**src/rtl/va_ivc_stage_fsm_pkg.sv**
```systemverilog
// Shared VC-allocator definitions: per-input-VC stage state encoding and
// index/width helpers.
package vc_alloc_pkg;

  typedef enum logic [1:0] {
    IVC_IDLE   = 2'd0,
    IVC_REQ    = 2'd1,
    IVC_ACTIVE = 2'd2
  } ivc_state_e;

  function automatic int clog2(input int n);
    int r;
    r = 0;
    for (int i = 0; i < 31; i++) begin
      if ((1 << i) < n) r = i + 1;
    end
    return r;
  endfunction

  // Zero-width counters are not expressible, so every width is at least 1 bit.
  function automatic int safe_w(input int n);
    return (clog2(n) < 1) ? 1 : clog2(n);
  endfunction

  function automatic int flat_idx(input int p, input int v, input int nv);
    return p * nv + v;
  endfunction

endpackage

```
**src/rtl/va_ivc_stage_fsm_if.sv**
```systemverilog
// Bundle between route computation / main allocator and one input-VC
// allocation stage.
interface va_ivc_stage_fsm_if #(
    parameter int NP = 5,
    parameter int NV = 4
);
    logic                 route_valid;
    logic [NP-1:0]        reqPort;
    logic [NV-1:0]        reqVC;
    logic [NP*NV-1:0]     outVCAvailable;
    logic                 vaGrant;
    logic                 tailDone;
    logic [NP*NV-1:0]     reqVCOut;
    logic [NV-1:0]        selOutVC;
    logic                 allocated;
    logic [NP*NV-1:0]     relOutVC;

    modport slave (
        input  route_valid, reqPort, reqVC, outVCAvailable, vaGrant, tailDone,
        output reqVCOut, selOutVC, allocated, relOutVC
    );

    modport master (
        output route_valid, reqPort, reqVC, outVCAvailable, vaGrant, tailDone,
        input  reqVCOut, selOutVC, allocated, relOutVC
    );
endinterface

```
**src/rtl/va_ivc_stage_fsm_rr_arb_ptr.sv**
```systemverilog
// Combinational round-robin picker: first set request at or after ptr,
// wrapping modulo W.
module rr_arb_ptr
    import vc_alloc_pkg::*;
#(
    parameter  int W  = 4,
    localparam int PW = safe_w(W)
) (
    input  logic [W-1:0]  req,
    input  logic [PW-1:0] ptr,
    output logic [W-1:0]  gnt
);
    logic          w_found;
    logic [PW-1:0] w_idx;

    always_comb begin
        gnt     = '0;
        w_found = 1'b0;
        w_idx   = '0;
        for (int i = 0; i < W; i++) begin
            w_idx = PW'((int'(ptr) + i) % W);
            if (!w_found && req[w_idx]) begin
                gnt[w_idx] = 1'b1;
                w_found    = 1'b1;
            end
        end
    end
endmodule

```
**src/rtl/va_ivc_stage_fsm.sv**
```systemverilog
// Per-input-VC VC-allocation stage: latches the routed request, keeps a sticky
// candidate toward the main allocator, holds the granted VC until the tail leaves.
module va_ivc_stage_fsm
    import vc_alloc_pkg::*;
#(
    parameter int NP        = 5,
    parameter int NV        = 4,
    parameter int RETRY_MAX = 8
) (
    input  logic            clk,
    input  logic            rstn,
    va_ivc_stage_fsm_if.slave bus
);
    localparam int PW = safe_w(NV);
    localparam int WW = safe_w(RETRY_MAX);

    ivc_state_e     r_state;
    logic [NP-1:0]  r_portQ;
    logic [NV-1:0]  r_vcMaskQ;
    logic [NV-1:0]  r_candQ;
    logic [PW-1:0]  r_ptr;
    logic [WW-1:0]  r_waitCnt;
    logic [NV-1:0]  r_selOutVC;
    logic           r_allocated;
    logic [NP*NV-1:0] r_relOutVC;

    logic [NV-1:0]  w_slice [NP];
    logic [NV-1:0]  w_avail;
    logic [NV-1:0]  w_masked;
    logic [NV-1:0]  w_rr;
    logic [NV-1:0]  w_cand;
    logic [NV-1:0]  w_grant_vc;
    logic [PW-1:0]  w_cand_idx;
    logic [PW-1:0]  w_grant_idx;
    logic [PW-1:0]  w_cand_nxt;
    logic [PW-1:0]  w_grant_nxt;
    logic [NP*NV-1:0] w_rel_vec;
    logic           w_in_req;

    // Port mux: only the latched port's availability slice survives.
    for (genvar gp = 0; gp < NP; gp++) begin : g_port_mux
        assign w_slice[gp] = r_portQ[gp] ? bus.outVCAvailable[flat_idx(gp, 0, NV) +: NV] : '0;
    end

    always_comb begin
        w_avail = '0;
        for (int p = 0; p < NP; p++) w_avail = w_avail | w_slice[p];
    end

    assign w_masked = r_vcMaskQ & w_avail;
    assign w_in_req = (r_state == IVC_REQ);

    rr_arb_ptr #(.W(NV)) u_rr (
        .req (w_masked),
        .ptr (r_ptr),
        .gnt (w_rr)
    );

    // Sticky candidate while still eligible, otherwise replaced in the same cycle.
    assign w_cand = (|(r_candQ & w_masked)) ? r_candQ : w_rr;
    // A grant refers to what was on the wire, so it beats a same-cycle availability drop.
    assign w_grant_vc = (|r_candQ) ? r_candQ : w_cand;

    always_comb begin
        w_cand_idx  = '0;
        w_grant_idx = '0;
        for (int i = 0; i < NV; i++) begin
            if (w_cand[i])     w_cand_idx  = PW'(i);
            if (w_grant_vc[i]) w_grant_idx = PW'(i);
        end
    end

    assign w_cand_nxt  = (w_cand_idx  == PW'(NV - 1)) ? '0 : w_cand_idx  + 1'b1;
    assign w_grant_nxt = (w_grant_idx == PW'(NV - 1)) ? '0 : w_grant_idx + 1'b1;

    for (genvar gp = 0; gp < NP; gp++) begin : g_port_demux
        for (genvar gv = 0; gv < NV; gv++) begin : g_vc
            assign bus.reqVCOut[flat_idx(gp, gv, NV)] = w_in_req & r_portQ[gp] & w_cand[gv];
            assign w_rel_vec[flat_idx(gp, gv, NV)]    = r_portQ[gp] & r_selOutVC[gv];
        end
    end

    always_ff @(posedge clk or negedge rstn) begin
        if (!rstn) begin
            r_state     <= IVC_IDLE;
            r_portQ     <= '0;
            r_vcMaskQ   <= '0;
            r_candQ     <= '0;
            r_ptr       <= '0;
            r_waitCnt   <= '0;
            r_selOutVC  <= '0;
            r_allocated <= 1'b0;
            r_relOutVC  <= '0;
        end else begin
            r_relOutVC <= '0;
            case (r_state)
                IVC_IDLE: begin
                    if (bus.route_valid && (|bus.reqPort) && (|bus.reqVC)) begin
                        r_portQ   <= bus.reqPort;
                        r_vcMaskQ <= bus.reqVC;
                        r_state   <= IVC_REQ;
                    end
                end
                IVC_REQ: begin
                    if (bus.vaGrant && (|w_grant_vc)) begin
                        r_selOutVC  <= w_grant_vc;
                        r_allocated <= 1'b1;
                        r_ptr       <= w_grant_nxt;
                        r_waitCnt   <= '0;
                        r_candQ     <= '0;
                        r_state     <= IVC_ACTIVE;
                    end else if (|w_cand) begin
                        if (r_waitCnt == WW'(RETRY_MAX - 1)) begin
                            r_ptr     <= w_cand_nxt;
                            r_candQ   <= '0;
                            r_waitCnt <= '0;
                        end else begin
                            r_waitCnt <= r_waitCnt + 1'b1;
                            r_candQ   <= w_cand;
                        end
                    end else begin
                        r_candQ <= '0;
                    end
                end
                IVC_ACTIVE: begin
                    if (bus.tailDone) begin
                        r_relOutVC  <= w_rel_vec;
                        r_selOutVC  <= '0;
                        r_allocated <= 1'b0;
                        r_state     <= IVC_IDLE;
                    end
                end
                default: r_state <= IVC_IDLE;
            endcase
        end
    end

    assign bus.selOutVC  = r_selOutVC;
    assign bus.allocated = r_allocated;
    assign bus.relOutVC  = r_relOutVC;
endmodule

```
**src/flat_wrapper.sv**
```systemverilog
// flat-port wrapper written by rule: the top's interface ports become plain ports
module va_ivc_stage_fsm_flat import vc_alloc_pkg::*;
#(
    parameter int NP        = 5,
    parameter int NV        = 4,
    parameter int RETRY_MAX = 8
)
  (clk, rstn, bus_route_valid, bus_reqPort, bus_reqVC, bus_outVCAvailable, bus_vaGrant, bus_tailDone, bus_reqVCOut, bus_selOutVC, bus_allocated, bus_relOutVC);
  va_ivc_stage_fsm_if #(.NP(NP), .NV(NV)) bus_i ();
  input  logic clk;
  input  logic rstn;
  input wire logic [$bits(bus_i.route_valid)-1:0] bus_route_valid;
  input wire logic [$bits(bus_i.reqPort)-1:0] bus_reqPort;
  input wire logic [$bits(bus_i.reqVC)-1:0] bus_reqVC;
  input wire logic [$bits(bus_i.outVCAvailable)-1:0] bus_outVCAvailable;
  input wire logic [$bits(bus_i.vaGrant)-1:0] bus_vaGrant;
  input wire logic [$bits(bus_i.tailDone)-1:0] bus_tailDone;
  output wire logic [$bits(bus_i.reqVCOut)-1:0] bus_reqVCOut;
  output wire logic [$bits(bus_i.selOutVC)-1:0] bus_selOutVC;
  output wire logic [$bits(bus_i.allocated)-1:0] bus_allocated;
  output wire logic [$bits(bus_i.relOutVC)-1:0] bus_relOutVC;
  assign bus_i.route_valid = bus_route_valid;
  assign bus_i.reqPort = bus_reqPort;
  assign bus_i.reqVC = bus_reqVC;
  assign bus_i.outVCAvailable = bus_outVCAvailable;
  assign bus_i.vaGrant = bus_vaGrant;
  assign bus_i.tailDone = bus_tailDone;
  assign bus_reqVCOut = bus_i.reqVCOut;
  assign bus_selOutVC = bus_i.selOutVC;
  assign bus_allocated = bus_i.allocated;
  assign bus_relOutVC = bus_i.relOutVC;
  va_ivc_stage_fsm #(.NP(NP), .NV(NV), .RETRY_MAX(RETRY_MAX)) u_core (.clk(clk), .rstn(rstn), .bus(bus_i));
endmodule
```
**config.mk**
```make
export PLATFORM = sky130hd
export DESIGN_NAME = va_ivc_stage_fsm_flat
export DESIGN_NICKNAME = d
export VERILOG_FILES = /design/src/rtl/va_ivc_stage_fsm_pkg.sv /design/src/rtl/va_ivc_stage_fsm_if.sv /design/src/rtl/va_ivc_stage_fsm_rr_arb_ptr.sv /design/src/rtl/va_ivc_stage_fsm.sv /design/src/flat_wrapper.sv
export SDC_FILE = /design/constraint.sdc
export NUM_CORES = 1
export LEC_CHECK = 0
export ABC_AREA = 1
export ABC_CLOCK_PERIOD_IN_PS = 2700
export CAP_MARGIN = 20
export CORE_ASPECT_RATIO = 1.5
export CORE_MARGIN = 5
export CORE_UTILIZATION = 48
export DETAILED_ROUTE_END_ITERATION = 12
export PLACE_DENSITY = 0.81
export SETUP_SLACK_MARGIN = 0.2
export SYNTH_ARGS = -nofsm -noshare
export SYNTH_HDL_FRONTEND = slang
export SYNTH_SLANG_ARGS = --single-unit
```
**constraint.sdc**
```tcl
create_clock -name clk -period 2.7 [get_ports clk]
set_input_delay 0.405 -clock clk [delete_from_list [all_inputs] [get_ports clk]]
set_output_delay 0.405 -clock clk [all_outputs]
set_load 0.02 [all_outputs]
```
* Yosys cells after proc, flatten, opt, wreduce, memory -nomap -nowiden
Cells that the tools add are included.
Word-level totals: register bits after elaboration 45, input bits 34
Operators by class: $add $sub $neg 6, magnitude comparators 8, equal/unequal tests 8, mux-type cells 59, bitwise operators 54, reductions and logical operators 28
Operator list (count):
- 4-bit 2-to-1 mux | 16
- 1-bit bitwise AND | 45
- 20-bit 2-to-1 mux | 2
- 4-bit OR | 7
- 2-bit 2-to-1 mux | 12
- 4-bit OR reduction | 5
- 1-bit 2-to-1 mux | 15
- 2-bit by 3-bit less-than comparator with 1-bit output (second input constant) | 4
- 1-bit logical AND | 10
- 3-bit 2-to-1 mux | 3
- 3-bit AND reduction | 3
- 4-bit bitwise AND | 2
- 1-bit binary-select mux with 2-bit select | 4
- 1-bit demux with 2-bit select | 4
- 2-bit by 1-bit greater-or-equal comparator with 1-bit output (second input constant) | 4
- 4-bit case mux with 2 select lines | 1
- 2-bit by 1-bit adder with 2-bit output (second input constant) | 3
- 2-bit equality test (second input constant) | 3
- 2-bit case mux with 3 select lines | 1
- 2-bit nonzero test | 3
- 5-bit OR reduction | 1
- 2-bit adder (second input constant) | 2
- 2-bit inequality test (second input constant) | 2
- 2-bit AND reduction | 2
- 7 further kinds | 9

* Logic depth before layout (Yosys ltp)
Gate-level depths: netlist of the first run.
depth in word-level cells 27, gate-level depth with buffers 21

* Modules after synthesis
Synthesis of the first run repeated with hierarchy kept, for this count alone.
Unflattened totals: cell total of the unflattened synthesis 350, area total of the unflattened synthesis 2683.8 sq um
Modules (own cells, without submodules):
- va_ivc_stage_fsm | instances 1, cells an instance 277, area an instance 2284.7 sq um
- rr_arb_ptr | instances 1, cells an instance 73, area an instance 399.1 sq um

* Least setup slack after synthesis of the first run
OpenSTA, ideal clock, no wires.
path kind register -> output, start point register u_core.r_ptr[0], end point output port bus_reqVCOut[13], arrival time 2070 ps, data required time 2295 ps, setup slack 225 ps, cell stages (with the launch flop) 13, buffers on the path 0, cells stage by stage dfrtp_1 > inv_1 > ha_1 > inv_1 > nand2_1 > nand2_4 > nor2_8 > nand3_1 > nand3_2 > nand2_1 > inv_1 > nand2_1 > nor2_1
On the way: longest elaborated chain between the ends 14
Ends and longest elaborated chain:
- start: declaration | RTL line va_ivc_stage_fsm.sv:21 | logic [PW-1:0] r_ptr;
- start signal: assignment | RTL line va_ivc_stage_fsm.sv:108 | r_ptr <= w_grant_nxt;
- start signal: assignment | RTL line va_ivc_stage_fsm.sv:114 | r_ptr <= w_cand_nxt;
- parallel branches: the longest is 11 deep, another holds 2-bit by 3-bit less-than comparator with 1-bit output
- 4-bit 2-to-1 mux * | RTL line va_ivc_stage_fsm_rr_arb_ptr.sv:22 | if (!w_found && req[w_idx]) begin
- 4-bit 2-to-1 mux * | RTL line va_ivc_stage_fsm.sv:60 | assign w_cand = (|(r_candQ & w_masked)) ? r_candQ : w_rr;
- 1-bit bitwise AND * | RTL line va_ivc_stage_fsm.sv:78 | assign bus.reqVCOut[flat_idx(gp, gv, NV)] = w_in_req & r_portQ[gp] & w_cand[gv];
- end: declaration | RTL line flat_wrapper.sv:18 | output wire logic [$bits(bus_i.reqVCOut)-1:0] bus_reqVCOut;
Every way passes the cells marked *. The select of a mux whose other input is x is not followed.

* Worst setup path after layout of the first run
start point register u_core.r_portQ[3], end point output port bus_reqVCOut[13]
On the way: longest elaborated chain between the ends 18
Ends and longest elaborated chain:
- start: declaration | RTL line va_ivc_stage_fsm.sv:18 | logic [NP-1:0] r_portQ;
- start signal: assignment | RTL line va_ivc_stage_fsm.sv:99 | r_portQ <= bus.reqPort;
- 4-bit 2-to-1 mux | RTL line va_ivc_stage_fsm.sv:42 | assign w_slice[gp] = r_portQ[gp] ? bus.outVCAvailable[flat_idx(gp, 0, NV) +: NV] : '0;
- 4-bit OR (2 in a row) | RTL line va_ivc_stage_fsm.sv:47 | for (int p = 0; p < NP; p++) w_avail = w_avail | w_slice[p];
- 4-bit bitwise AND | RTL line va_ivc_stage_fsm.sv:50 | assign w_masked = r_vcMaskQ & w_avail;
- 1-bit binary-select mux with 2-bit select | RTL line va_ivc_stage_fsm_rr_arb_ptr.sv:22
- 1-bit 2-to-1 mux (implied by the code) | RTL line va_ivc_stage_fsm_rr_arb_ptr.sv:22
- 1-bit 2-to-1 mux | RTL line va_ivc_stage_fsm_rr_arb_ptr.sv:22
- 1-bit zero test | RTL line va_ivc_stage_fsm_rr_arb_ptr.sv:22
- 1-bit logical AND | RTL line va_ivc_stage_fsm_rr_arb_ptr.sv:22
- 1-bit 2-to-1 mux | RTL line va_ivc_stage_fsm_rr_arb_ptr.sv:22
- 1-bit zero test | RTL line va_ivc_stage_fsm_rr_arb_ptr.sv:22
- 1-bit logical AND | RTL line va_ivc_stage_fsm_rr_arb_ptr.sv:22
- 1-bit 2-to-1 mux | RTL line va_ivc_stage_fsm_rr_arb_ptr.sv:22
- 1-bit zero test | RTL line va_ivc_stage_fsm_rr_arb_ptr.sv:22
- 1-bit logical AND | RTL line va_ivc_stage_fsm_rr_arb_ptr.sv:22
- 4-bit 2-to-1 mux | RTL line va_ivc_stage_fsm_rr_arb_ptr.sv:22
- 4-bit 2-to-1 mux | RTL line va_ivc_stage_fsm.sv:60
- 1-bit bitwise AND * | RTL line va_ivc_stage_fsm.sv:78
Mark *: on every way between the ends. The rest lies on a longest branch, timed or not. The select of a mux whose other input is x is not followed.

==> impl_metrics.sql, run 1 <==
INSERT INTO impl_metrics (metric_group, metric, value, unit) VALUES
('worst_setup_path', 'critical_path_required', '2.30', 'ns'),
('cts', 'clock_tree.buffer_depth', '2', ''),
('cells_and_area', 'insertedDiodeCount', '0', ''),
('detailed_routing', 'drt-pass1-iter-count', '6', ''),
('place', 'finalWeightedCongestion', '1.03', ''),
('timing', 'post-route-worst-setup-slack', '-0.178', 'ns'),
('detailed_routing', 'detail_route.iter0.violations', '275', ''),
('timing', 'finalSetupViolCount', '36', ''),
('global_routing', 'grt_use_total', '23.7', '%'),
('status', 'violations', 'setup timing', ''),
('synthesis', 'post_synthesis_mean_instance_area', '7.66', 'sq um'),
('synthesis', 'synth_sequential_area_ratio', '42.0', '%'),
('power', 'power.static_leakage', '0.00221', 'uW'),
('synthesis', 'mapped_cells', '350', ''),
('synthesis', 'synth_async_sr_flop_share', '100', '%'),
('timing', 'max_clock_freq', '0.347', 'GHz'),
('place', 'io_buffers', '78', ''),
('timing', 'max_slew.worst_pin.slew', '0.786', 'ns'),
('worst_setup_path', 'worstRegToRegCells', '19', ''),
('worst_setup_path', 'worstPathMaxFanout', '8', ''),
('synthesis', 'synthFlopType', 'dfrtp_1', ''),
('timing', 'rsz0062_at_grt', 'yes', ''),
('place', 'post_dp_cell_area', '3750', 'sq um'),
('timing', 'finalHoldWorstSlack', '0.506', 'ns'),
('detailed_routing', 'routed-via-count', '3216', ''),
('worst_setup_path', 'critical_path_arrival', '2.47', 'ns'),
('global_routing', 'globalRoute.totalOverflow', '0', ''),
('die', 'floorplan.die.height', '102', 'um'),
('synthesis', 'synth.ff_latch_count', '45', ''),
('detailed_routing', 'number_of_drc_violations_after_detailed_routing', '0', ''),
('worst_setup_path', 'timing.critical_path.depth', '16', ''),
('cells_and_area', 'fillers', '302', ''),
('worst_setup_path', 'critical_path.endpoint_type', 'output pin', ''),
('cells_and_area', 'finish.net_count', '525', ''),
('worst_setup_path', 'slowest_stage', 'dfrtp_2', ''),
('detailed_routing', 'wl_per_cell', '19.9', 'um'),
('worst_setup_path', 'criticalPathCategory', 'register to output pin', ''),
('timing', 'worst_clock_skew', '0.0109', 'ns'),
('cts', 'cts_sinks', '45', ''),
('detailed_routing', 'detail-route-antenna-nets', '0', ''),
('timing', 'maxSlewHeadroom', '47.4', '%'),
('synthesis', 'synth_warnings', '0', ''),
('timing', 'timing_max_transition_violations_final', '0', ''),
('cts', 'clk_pin_slew', '0.09', 'ns'),
('die', 'initial_utilization', '49.2', '%'),
('worst_setup_path', 'crit_path_frequent_cell', 'nand2_2', ''),
('die', 'design.core.area', '5450', 'sq um'),
('detailed_routing', 'vias_per_cell', '5.82', ''),
('synthesis', 'area_of_the_mapped_netlist', '2680', 'sq um'),
('hold_path', 'min_path_type', 'input port to async pin', ''),
('cts', 'insertion_delay', '0.31', 'ns'),
('global_routing', 'grt_antenna_before_repair', '0', ''),
('cells_and_area', 'layout_common_cells', '78 x nand2_1, 52 x buf_4, 47 x clkdlybuf4s50_1', ''),
('synthesis', 'post_synth_num_cell_types', '26', ''),
('power', 'peakVddDrop', '0.00101', 'V'),
('die', 'die_width', '71.0', 'um'),
('status', 'outcome', 'finished, violations left', ''),
('cells_and_area', 'most_frequent_standard_cell_in_the_layout_excluding_fill_and_tap_cells', 'nand2_1', ''),
('cts', 'cts_root_buffer', 'clkbuf_8', ''),
('cts', 'total_cts_buffers', '5', ''),
('global_routing', 'grt_first_pass_wirelength', '13400', 'um'),
('cells_and_area', 'postLayoutCellArea', '4410', 'sq um'),
('worst_setup_path', 'worst_path_largest_cell_delay', '0.46', 'ns'),
('cells_and_area', 'multiInputGateArea', '1760', 'sq um'),
('synthesis', 'yosysTopAreaCell', 'dfrtp_1', ''),
('cts', 'tritoncts_clock_tree', 'yes', ''),
('worst_setup_path', 'reg2reg_from', 'u_core.r_portQ[2]', ''),
('cells_and_area', 'drive_above_1_share', '41.4', '%'),
('synthesis', 'synth-edff-count', '0', ''),
('cells_and_area', 'area_delta_synth_final', '64.5', '%'),
('synthesis', 'synthesis.nets', '393', '');
[layer usage]
layer	vias up	wire length, um	global-route usage [%]
met3	76	951	4.17
met5	-	0	0
met2	257	5820	46.7
met4	0	775	13.6
met1	1518	3460	22.5
li1	1365	-	-
[flip-flops by register name, summed over array words and instances (netlist names)]
name                  cells
u_core.bus.relOutVC      20
u_core.r_portQ            5
u_core.bus.selOutVC       4
u_core.r_candQ            4
u_core.r_vcMaskQ          4
u_core.r_waitCnt          3
u_core.r_ptr              2
u_core.r_state            2
u_core.bus.allocated      1
[power breakdown]
part	internal, uW	leakage [uW]	switching (uW)
combinational	1900	0.00158	2820
sequential	846	0.000588	209
clock	187	0.0000447	256
[cells in the mapped netlist, types with 2 or more instances]
cell type / count
nand3_1: 33
inv_1: 37
dfrtp_1: 45
nand2_1: 99
nand3_2: 9
nand4_1: 2
nor2_2: 10
clkbuf_1: 2
o21ai_0: 8
inv_2: 3
nor2_1: 50
a21oi_1: 5
nand2_2: 13
nor3_1: 2
o22ai_1: 4
ha_1: 9
nor2_4: 3
nand2_4: 8
[area by class of cell]
| type | instances | area share (%) |
|---|---|---|
| Clock buffer | 5 | 1.56 |
| Clock inverter | 3 | 0.567 |
| Inverter | 40 | 3.52 |
| Multi-Input combinational cell | 263 | 40.0 |
| Sequential cell | 45 | 25.7 |
| Tap cell | 70 | 1.98 |
| Timing Repair Buffer | 127 | 26.7 |
[logic make-up (layout without fill, tap and decap cells)]
group / Yosys count / in the layout / share of synthesized area [%]
AND/OR/NAND/NOR: 234 / 234 / 43.7
flip-flops: 45 / 45 / 42.0
buffers and inverters: 42 / 175 / 5.88
AO/OA/AOI/OAI: 20 / 20 / 4.24
adder cells (fa/ha/maj): 9 / 9 / 4.20
[per-stage QoR]
| step | TNS [ns] | setup WS, ns | power (uW) | std cells | util [%] |
|---|---|---|---|---|---|
| floorplan | 0 | 0.225 | 3000 | 350 | - |
| global placement | -9.80 | -0.545 | 4090 | 522 | 68.7 |
| detailed placement | -12.33 | -0.625 | 4200 | 522 | 68.7 |
| CTS | -0.0427 | -0.0174 | 5240 | 541 | 75.1 |
| global route | -10.48 | -0.376 | 6500 | 553 | 81.0 |
| finish | -4.45 | -0.178 | 6210 | 553 | 81.0 |
[worst max-delay path by stage]
| stage | to | start | slack (ns) |
|---|---|---|---|
| final | bus_reqVCOut[13] | u_core.r_portQ[3] | -0.18 |
| after global routing | u_core.bus.selOutVC[2] | u_core.r_portQ[2] | -0.38 |
| after CTS | bus_reqVCOut[11] | u_core.r_portQ[2] | -0.02 |
| after detailed placement | bus_reqVCOut[7] | bus_outVCAvailable[10] | -0.63 |
| after global placement | bus_reqVCOut[5] | bus_outVCAvailable[11] | -0.54 |
| after floorplan | bus_reqVCOut[13] | u_core.r_ptr[0] | 0.22 |
[worst register-to-register path, delay by kind of cell, from the launching register on]
kind / cells / cell delay (ns)
AO/OA/AOI/OAI: 1 / 0.10
buffers and inverters: 2 / 0.31
flip-flops: 1 / 0.47
AND/OR/NAND/NOR: 16 / 1.92
[what timing repair did]
| item | CTS | global route |
|---|---|---|
| hold buffers | 0 | 1 |
| pin swaps | 37 | 26 |
| endpoints found under the hold margin | 0 | 7 |
| setup buffers | 11 | 10 |
| setup endpoints to repair | 21 | 36 |
| cloned | 0 | 0 |
| gates resized for setup | 163 | 59 |
No activity file was read; power rests on OpenSTA's default activity.
==> inputs of run 2 (changes only) <==
--- a/config.mk
+++ b/config.mk
@@ -12,8 +12,10 @@
 export CORE_MARGIN = 5
 export CORE_UTILIZATION = 48
 export DETAILED_ROUTE_END_ITERATION = 12
+export MAX_ROUTING_LAYER = met4
 export PLACE_DENSITY = 0.81
 export SETUP_SLACK_MARGIN = 0.2
 export SYNTH_ARGS = -nofsm -noshare
 export SYNTH_HDL_FRONTEND = slang
 export SYNTH_SLANG_ARGS = --single-unit
+export TNS_END_PERCENT = 50
==> impl_metrics.sql, run 2 (same netlist as run 1, synthesis figures left out) <==
INSERT INTO impl_metrics (metric_group, metric, value, unit) VALUES
('status', 'outcome', 'finished, violations left', ''),
('status', 'violations', 'setup timing', ''),
('job', 'drv_cap', '0', ''),
('cts', 'clock_tree.buffer_depth', '2', ''),
('worst_setup_path', 'slowest_stage', 'dfrtp_2', ''),
('worst_setup_path', 'critical_path_required', '2.30', 'ns'),
('timing', 'maxSlewHeadroom', '34.4', '%'),
('hold_path', 'min_path_type', 'input port to async pin', ''),
('cells_and_area', 'finish.net_count', '522', ''),
('die', 'initial_utilization', '49.2', '%'),
('die', 'die_area', '7210', 'sq um'),
('worst_setup_path', 'critical_path_cell_by_cell', 'nand2_1 > nand2_1 > nor2_2 > nand2_2 > nand3_1 > nand2_2 > nor3_4 > nand2_1 > nor2_2 > nand3_2 > nand2_2 > inv_4 > nand2_8 > nor2_4 > buf_6', ''),
('worst_setup_path', 'criticalPathCategory', 'register to output pin', ''),
('place', 'dpl.cell_count', '525', ''),
('cells_and_area', 'largest_reg_flops', '20', ''),
('worst_setup_path', 'worst_path_largest_cell_delay', '0.46', 'ns'),
('cells_and_area', 'fillers', '340', ''),
('cts', 'total_cts_buffers', '5', ''),
('worst_setup_path', 'crit_family', 'simple AND/OR/NAND/NOR gates', ''),
('timing', 'finalSetupViolCount', '33', ''),
('global_routing', 'grt_use_total', '23.2', '%'),
('power', 'pwr_density_cell', '1340', 'nW/um^2'),
('global_routing', 'globalRoute.totalOverflow', '0', ''),
('place', 'placement.setup.worst_slack', '-0.615', 'ns'),
('cells_and_area', 'layout_common_cells', '81 x nand2_1, 56 x buf_4, 42 x dfrtp_1', ''),
('place', 'post_dp_cell_area', '3770', 'sq um'),
('worst_setup_path', 'critical_path.endpoint_type', 'output pin', ''),
('detailed_routing', 'routed-via-count', '2943', ''),
('place', 'detailedPlacementHpwl', '5860', 'um'),
('place', 'finalWeightedCongestion', '1.05', ''),
('cells_and_area', 'drive_above_1_share', '37.5', '%'),
('cells_and_area', 'area_delta_synth_final', '60.4', '%'),
('cells_and_area', 'most_frequent_standard_cell_in_the_layout_excluding_fill_and_tap_cells', 'nand2_1', ''),
('detailed_routing', 'drt-pass1-iter-count', '5', ''),
('timing', 'finalWorstPathRequiredPeriod', '2.89', 'ns'),
('detailed_routing', 'detail-route-antenna-nets', '0', ''),
('cts', 'cts_sinks', '45', ''),
('die', 'floorplan.die.height', '102', 'um'),
('global_routing', 'grt_start_max_net_pins', '46', ''),
('die', 'design.core.area', '5450', 'sq um'),
('die', 'boundaryPins', '79', ''),
('cts', 'clk_pin_slew', '0.09', 'ns'),
('global_routing', 'via_count_of_the_first_global_routing_pass', '2731', ''),
('power', 'peakVddDrop', '0.000859', 'V'),
('detailed_routing', 'finalWirelength', '9180', 'um'),
('cts', 'cts_max_level', '2', ''),
('timing', 'post-route-worst-setup-slack', '-0.185', 'ns'),
('timing', 'fin_crit_sh', '107', '%'),
('cells_and_area', 'post_layout_util', '78.9', '%'),
('detailed_routing', 'detail_route.iter0.violations', '182', ''),
('timing', 'rsz0062_at_grt', 'yes', ''),
('cts', 'cts_root_buffer', 'clkbuf_8', ''),
('timing', 'hold_viol_final', '0', ''),
('global_routing', 'grt_first_pass_wirelength', '12800', 'um'),
('detailed_routing', 'vias_per_cell', '5.34', ''),
('power', 'power.static_leakage', '0.00227', 'uW'),
('timing', 'timing_max_transition_violations_final', '0', ''),
('cts', 'tritoncts_clock_tree', 'yes', ''),
('worst_setup_path', 'worstPathMaxFanout', '6', ''),
('timing', 'max_clock_freq', '0.347', 'GHz'),
('worst_setup_path', 'critical_path_arrival', '2.48', 'ns'),
('place', 'io_buffers', '78', ''),
('detailed_routing', 'number_of_drc_violations_after_detailed_routing', '0', ''),
('detailed_routing', 'wl_per_cell', '16.7', 'um'),
('worst_setup_path', 'critPathBufInv', '2', ''),
('timing', 'max_slew.worst_pin.slew', '0.983', 'ns'),
('timing', 'worst_clock_skew', '0.00673', 'ns'),
('cts', 'insertion_delay', '0.31', 'ns'),
('worst_setup_path', 'crit_path_start_kind', 'register', ''),
('global_routing', 'grt_antenna_before_repair', '1', ''),
('cells_and_area', 'postLayoutCellArea', '4300', 'sq um'),
('die', 'floorplan.rows', '33', ''),
('die', 'die_width', '71.0', 'um'),
('cells_and_area', 'instances_no_fill', '551', '');
[run 2: worst paths after layout]
kind                                           start                 endpoint  slack [ns]  depth (start not counted)
min in group clk                u_core.bus.allocated     u_core.bus.allocated        0.50                          2
worst max-delay path               u_core.r_portQ[3]          bus_reqVCOut[7]       -0.19                         15
worst max register to register     u_core.r_portQ[3]          u_core.r_ptr[0]       -0.15                         21
worst min register to register  u_core.bus.allocated     u_core.bus.allocated        0.50                          2
max in group asynchronous                       rstn        u_core.r_portQ[3]        1.78                          1
worst min-delay path                            rstn  u_core.bus.relOutVC[10]        0.25                          1
[run 2: stage by stage]
stage | power (uW) | hold slack (ns) | TNS, ns
floorplan | 3000 | 0.109 | 0
global placement | 4140 | 0.466 | -9.64
detailed placement | 4220 | 0.469 | -11.70
CTS | 5200 | 0.283 | -0.000814
global route | 6110 | 0.332 | -7.70
finish | 5770 | 0.253 | -3.54
[run 2: per-layer routing]
layer	track usage, %	vias up	routed length [um]
met5	-	-	0
met4	9.12	0	374
met3	2.88	41	505
met2	44.2	134	5070
met1	23.6	1406	3230
li1	-	1362	-
[run 2: report_power, final]
group | total, uW | internal [uW] | switching, uW
Combinational | 4300 | 1790 | 2500
Clock | 438 | 187 | 251
Sequential | 1040 | 843 | 195
[run 2: layout make-up]
type,instances,area [sq um],area share [%]
inverter,40,153,3.55
multi-input combinational,263,1680,39.1
clock buffer,5,68.8,1.60
clock inverter,3,25.0,0.582
tap,70,87.6,2.04
timing repair buffer,124,1150,26.8
antenna,1,2.50,0.0582
sequential,45,1130,26.3
[run 2: timing repair]
action,CTS,global route
setup buffers,10,7
resized for setup,151,54
setup endpoints to repair,20,36
pin swaps,30,32
hold buffers,0,0
==> inputs of run 3 (changes only) <==
--- a/config.mk
+++ b/config.mk
@@ -10,10 +10,12 @@
 export CAP_MARGIN = 20
 export CORE_ASPECT_RATIO = 1.5
 export CORE_MARGIN = 5
-export CORE_UTILIZATION = 48
+export CORE_UTILIZATION = 55
+export CTS_CLUSTER_DIAMETER = 40
 export DETAILED_ROUTE_END_ITERATION = 12
+export DONT_BUFFER_PORTS = 1
 export MAX_ROUTING_LAYER = met4
-export PLACE_DENSITY = 0.81
+export PLACE_DENSITY = 0.7
 export SETUP_SLACK_MARGIN = 0.2
 export SYNTH_ARGS = -nofsm -noshare
 export SYNTH_HDL_FRONTEND = slang
==> impl_metrics.sql, run 3 (same netlist as run 1, synthesis figures left out) <==
INSERT INTO impl_metrics (metric_group, metric, value, unit) VALUES
('status', 'outcome', 'completed', ''),
('detailed_routing', 'routed-via-count', '2493', ''),
('hold_path', 'hold_path_startpoint', 'bus_tailDone', ''),
('global_routing', 'grt_antenna_before_repair', '0', ''),
('place', 'finalWeightedCongestion', '0.963', ''),
('detailed_routing', 'drt-pass1-iter-count', '4', ''),
('die', 'floorplan.die.height', '95.5', 'um'),
('cells_and_area', 'largest_reg_flops', '20', ''),
('cts', 'clock_tree.buffer_depth', '2', ''),
('worst_setup_path', 'critical_path_required', '2.30', 'ns'),
('timing', 'finalSetupViolCount', '0', ''),
('place', 'io_buffers', '0', ''),
('detailed_routing', 'finalWirelength', '7430', 'um'),
('cells_and_area', 'finish.net_count', '444', ''),
('timing', 'fin_crit_sh', '99.6', '%'),
('die', 'die_width', '67.0', 'um'),
('worst_setup_path', 'critical_path_arrival', '2.28', 'ns'),
('timing', 'finalWorstPathRequiredPeriod', '2.69', 'ns'),
('timing', 'worst_clock_skew', '0.00342', 'ns'),
('timing', 'finalHoldWorstSlack', '0.177', 'ns'),
('detailed_routing', 'vias_per_cell', '5.33', ''),
('cells_and_area', 'area_delta_synth_final', '29.2', '%'),
('timing', 'maxSlewHeadroom', '33.1', '%'),
('cells_and_area', 'most_frequent_standard_cell_in_the_layout_excluding_fill_and_tap_cells', 'nand2_1', ''),
('global_routing', 'globalRoute.totalOverflow', '0', ''),
('cts', 'clk_pin_slew', '0.09', 'ns'),
('cts', 'insertion_delay', '0.30', 'ns'),
('global_routing', 'via_count_of_the_first_global_routing_pass', '2372', ''),
('timing', 'max_slew.worst_pin.slew', '0.995', 'ns'),
('worst_setup_path', 'worstPathMaxFanout', '8', ''),
('worst_setup_path', 'critical_path.endpoint_type', 'output pin', ''),
('detailed_routing', 'wl_per_cell', '15.9', 'um'),
('cts', 'tritoncts_clock_tree', 'yes', ''),
('cells_and_area', 'layout_common_cells', '90 x nand2_1, 43 x dfrtp_1, 35 x nor2_1', ''),
('worst_setup_path', 'crit_path_start_kind', 'register', ''),
('die', 'initial_utilization', '56.2', '%'),
('cells_and_area', 'drive_above_1_share', '34.6', '%'),
('timing', 'rsz0062_at_grt', 'yes', ''),
('timing', 'hold_viol_final', '0', ''),
('timing', 'timing_max_transition_violations_final', '0', ''),
('job', 'drv_cap', '0', ''),
('power', 'power.static_leakage', '0.00180', 'uW'),
('die', 'floorplan.rows', '31', ''),
('power', 'peakVddDrop', '0.000914', 'V'),
('cts', 'cts_max_level', '2', ''),
('die', 'die_area', '6400', 'sq um'),
('cts', 'total_cts_buffers', '5', ''),
('place', 'detailedPlacementHpwl', '5360', 'um'),
('global_routing', 'grt_start_max_net_pins', '46', ''),
('hold_path', 'min_path_type', 'input port to register', ''),
('die', 'design.core.area', '4770', 'sq um'),
('cts', 'cts_root_buffer', 'clkbuf_8', ''),
('detailed_routing', 'number_of_drc_violations_after_detailed_routing', '0', ''),
('worst_setup_path', 'reg2reg_from', 'u_core.r_portQ[2]', ''),
('worst_setup_path', 'crit_path_start', 'u_core.r_portQ[2]', ''),
('global_routing', 'grt_first_pass_wirelength', '11000', 'um'),
('timing', 'max_clock_freq', '0.372', 'GHz'),
('worst_setup_path', 'criticalPathCategory', 'register to output pin', ''),
('cts', 'cts_sinks', '45', ''),
('detailed_routing', 'detail-route-antenna-nets', '0', ''),
('power', 'pwr_density_cell', '1460', 'nW/um^2'),
('detailed_routing', 'detail_route.iter0.violations', '104', ''),
('timing', 'timing.setup.tns', '0', 'ns'),
('die', 'boundaryPins', '79', ''),
('cells_and_area', 'insertedDiodeCount', '0', ''),
('global_routing', 'grt_use_total', '23.8', '%');
## run 3: cell count changes in the layout (fill, tap and decap cells not counted), sizes merged
| cell | previous run | this run |
|---|---|---|
| buf | 67 | 45 |
| dlygate4sd2 | 3 | 0 |
| dlymetal6s2s | 16 | 0 |
| dlygate4sd3 | 0 | 1 |
| diode | 1 | 0 |
| clkdlybuf4s50 | 38 | 0 |
## run 3: cell type report
| type | count | area [sq um] |
|---|---|---|
| inverters | 40 | 155 |
| multi-input cells | 263 | 1600 |
| fillers | 374 | 1310 |
| well taps | 66 | 82.6 |
| repair buffers | 46 | 405 |
| clock inverters | 3 | 21.3 |
| flip-flops and latches | 45 | 1130 |
| clock buffers | 5 | 68.8 |
## run 3: path summary, 6_finish.rpt
kind,endpoint,slack (ns),cells past startpoint
worst min register to register,u_core.r_waitCnt[2],0.50,2
worst min-delay path,u_core.r_state[1],0.18,1
min in group asynchronous,u_core.r_portQ[2],0.61,2
worst max register to register,u_core.r_ptr[0],0.12,21
worst max-delay path,bus_reqVCOut[5],0.01,16
max in group asynchronous,u_core.r_portQ[3],1.88,2
## run 3: what timing repair did
action	in CTS	in global routing
setup endpoints to repair	20	36
hold buffers	2	0
resized for setup	30	37
buffers inserted	11	8
cloned	0	0
endpoints found under the hold margin	45	0
pin swaps	10	16
## run 3: routing by layer
layer  vias up  track usage (%)  wire (um)
met5         -                -          0
met4         0             13.7        250
met3        22             3.89        404
met2        84             42.5       4090
met1      1183             24.0       2680
li1       1204                -          -
## run 3: power breakdown
group / internal [uW] / total [uW] / leakage [uW] / switching [uW]
Combinational: 1370 / 3590 / 0.00116 / 2220
Sequential: 842 / 1060 / 0.000591 / 217
Clock: 184 / 421 / 0.0000445 / 238
## run 3: critical path, cell delays in order (launching register included)
cell,delay [ns]
dfrtp_1,0.44
nand2_1,0.10
nand2_2,0.06
nor2_4,0.10
nand2_4,0.08
nand3_1,0.10
nand2_1,0.08
nand2_2,0.08
nand2_4,0.08
nor2_8,0.13
nand3_1,0.10
nand3_2,0.10
nand2_2,0.09
inv_4,0.10
nand2_8,0.09
nor2_4,0.12
buf_6,0.12
## run 3: through the flow
stage / std cells / setup slack [ns] / total power, uW / util (%) / instance area (sq um)
CTS: 460 / 0.0163 / 4540 / 68.0 / 3250
detailed placement: 439 / 0.129 / 3660 / 61.7 / 2950
global route: 468 / -0.138 / 5390 / 72.6 / 3460
global placement: 439 / 0.138 / 3620 / 61.7 / 2950
floorplan: 350 / 0.225 / 3000 / - / 2680
finish: 468 / 0.0108 / 5070 / 72.6 / 3460
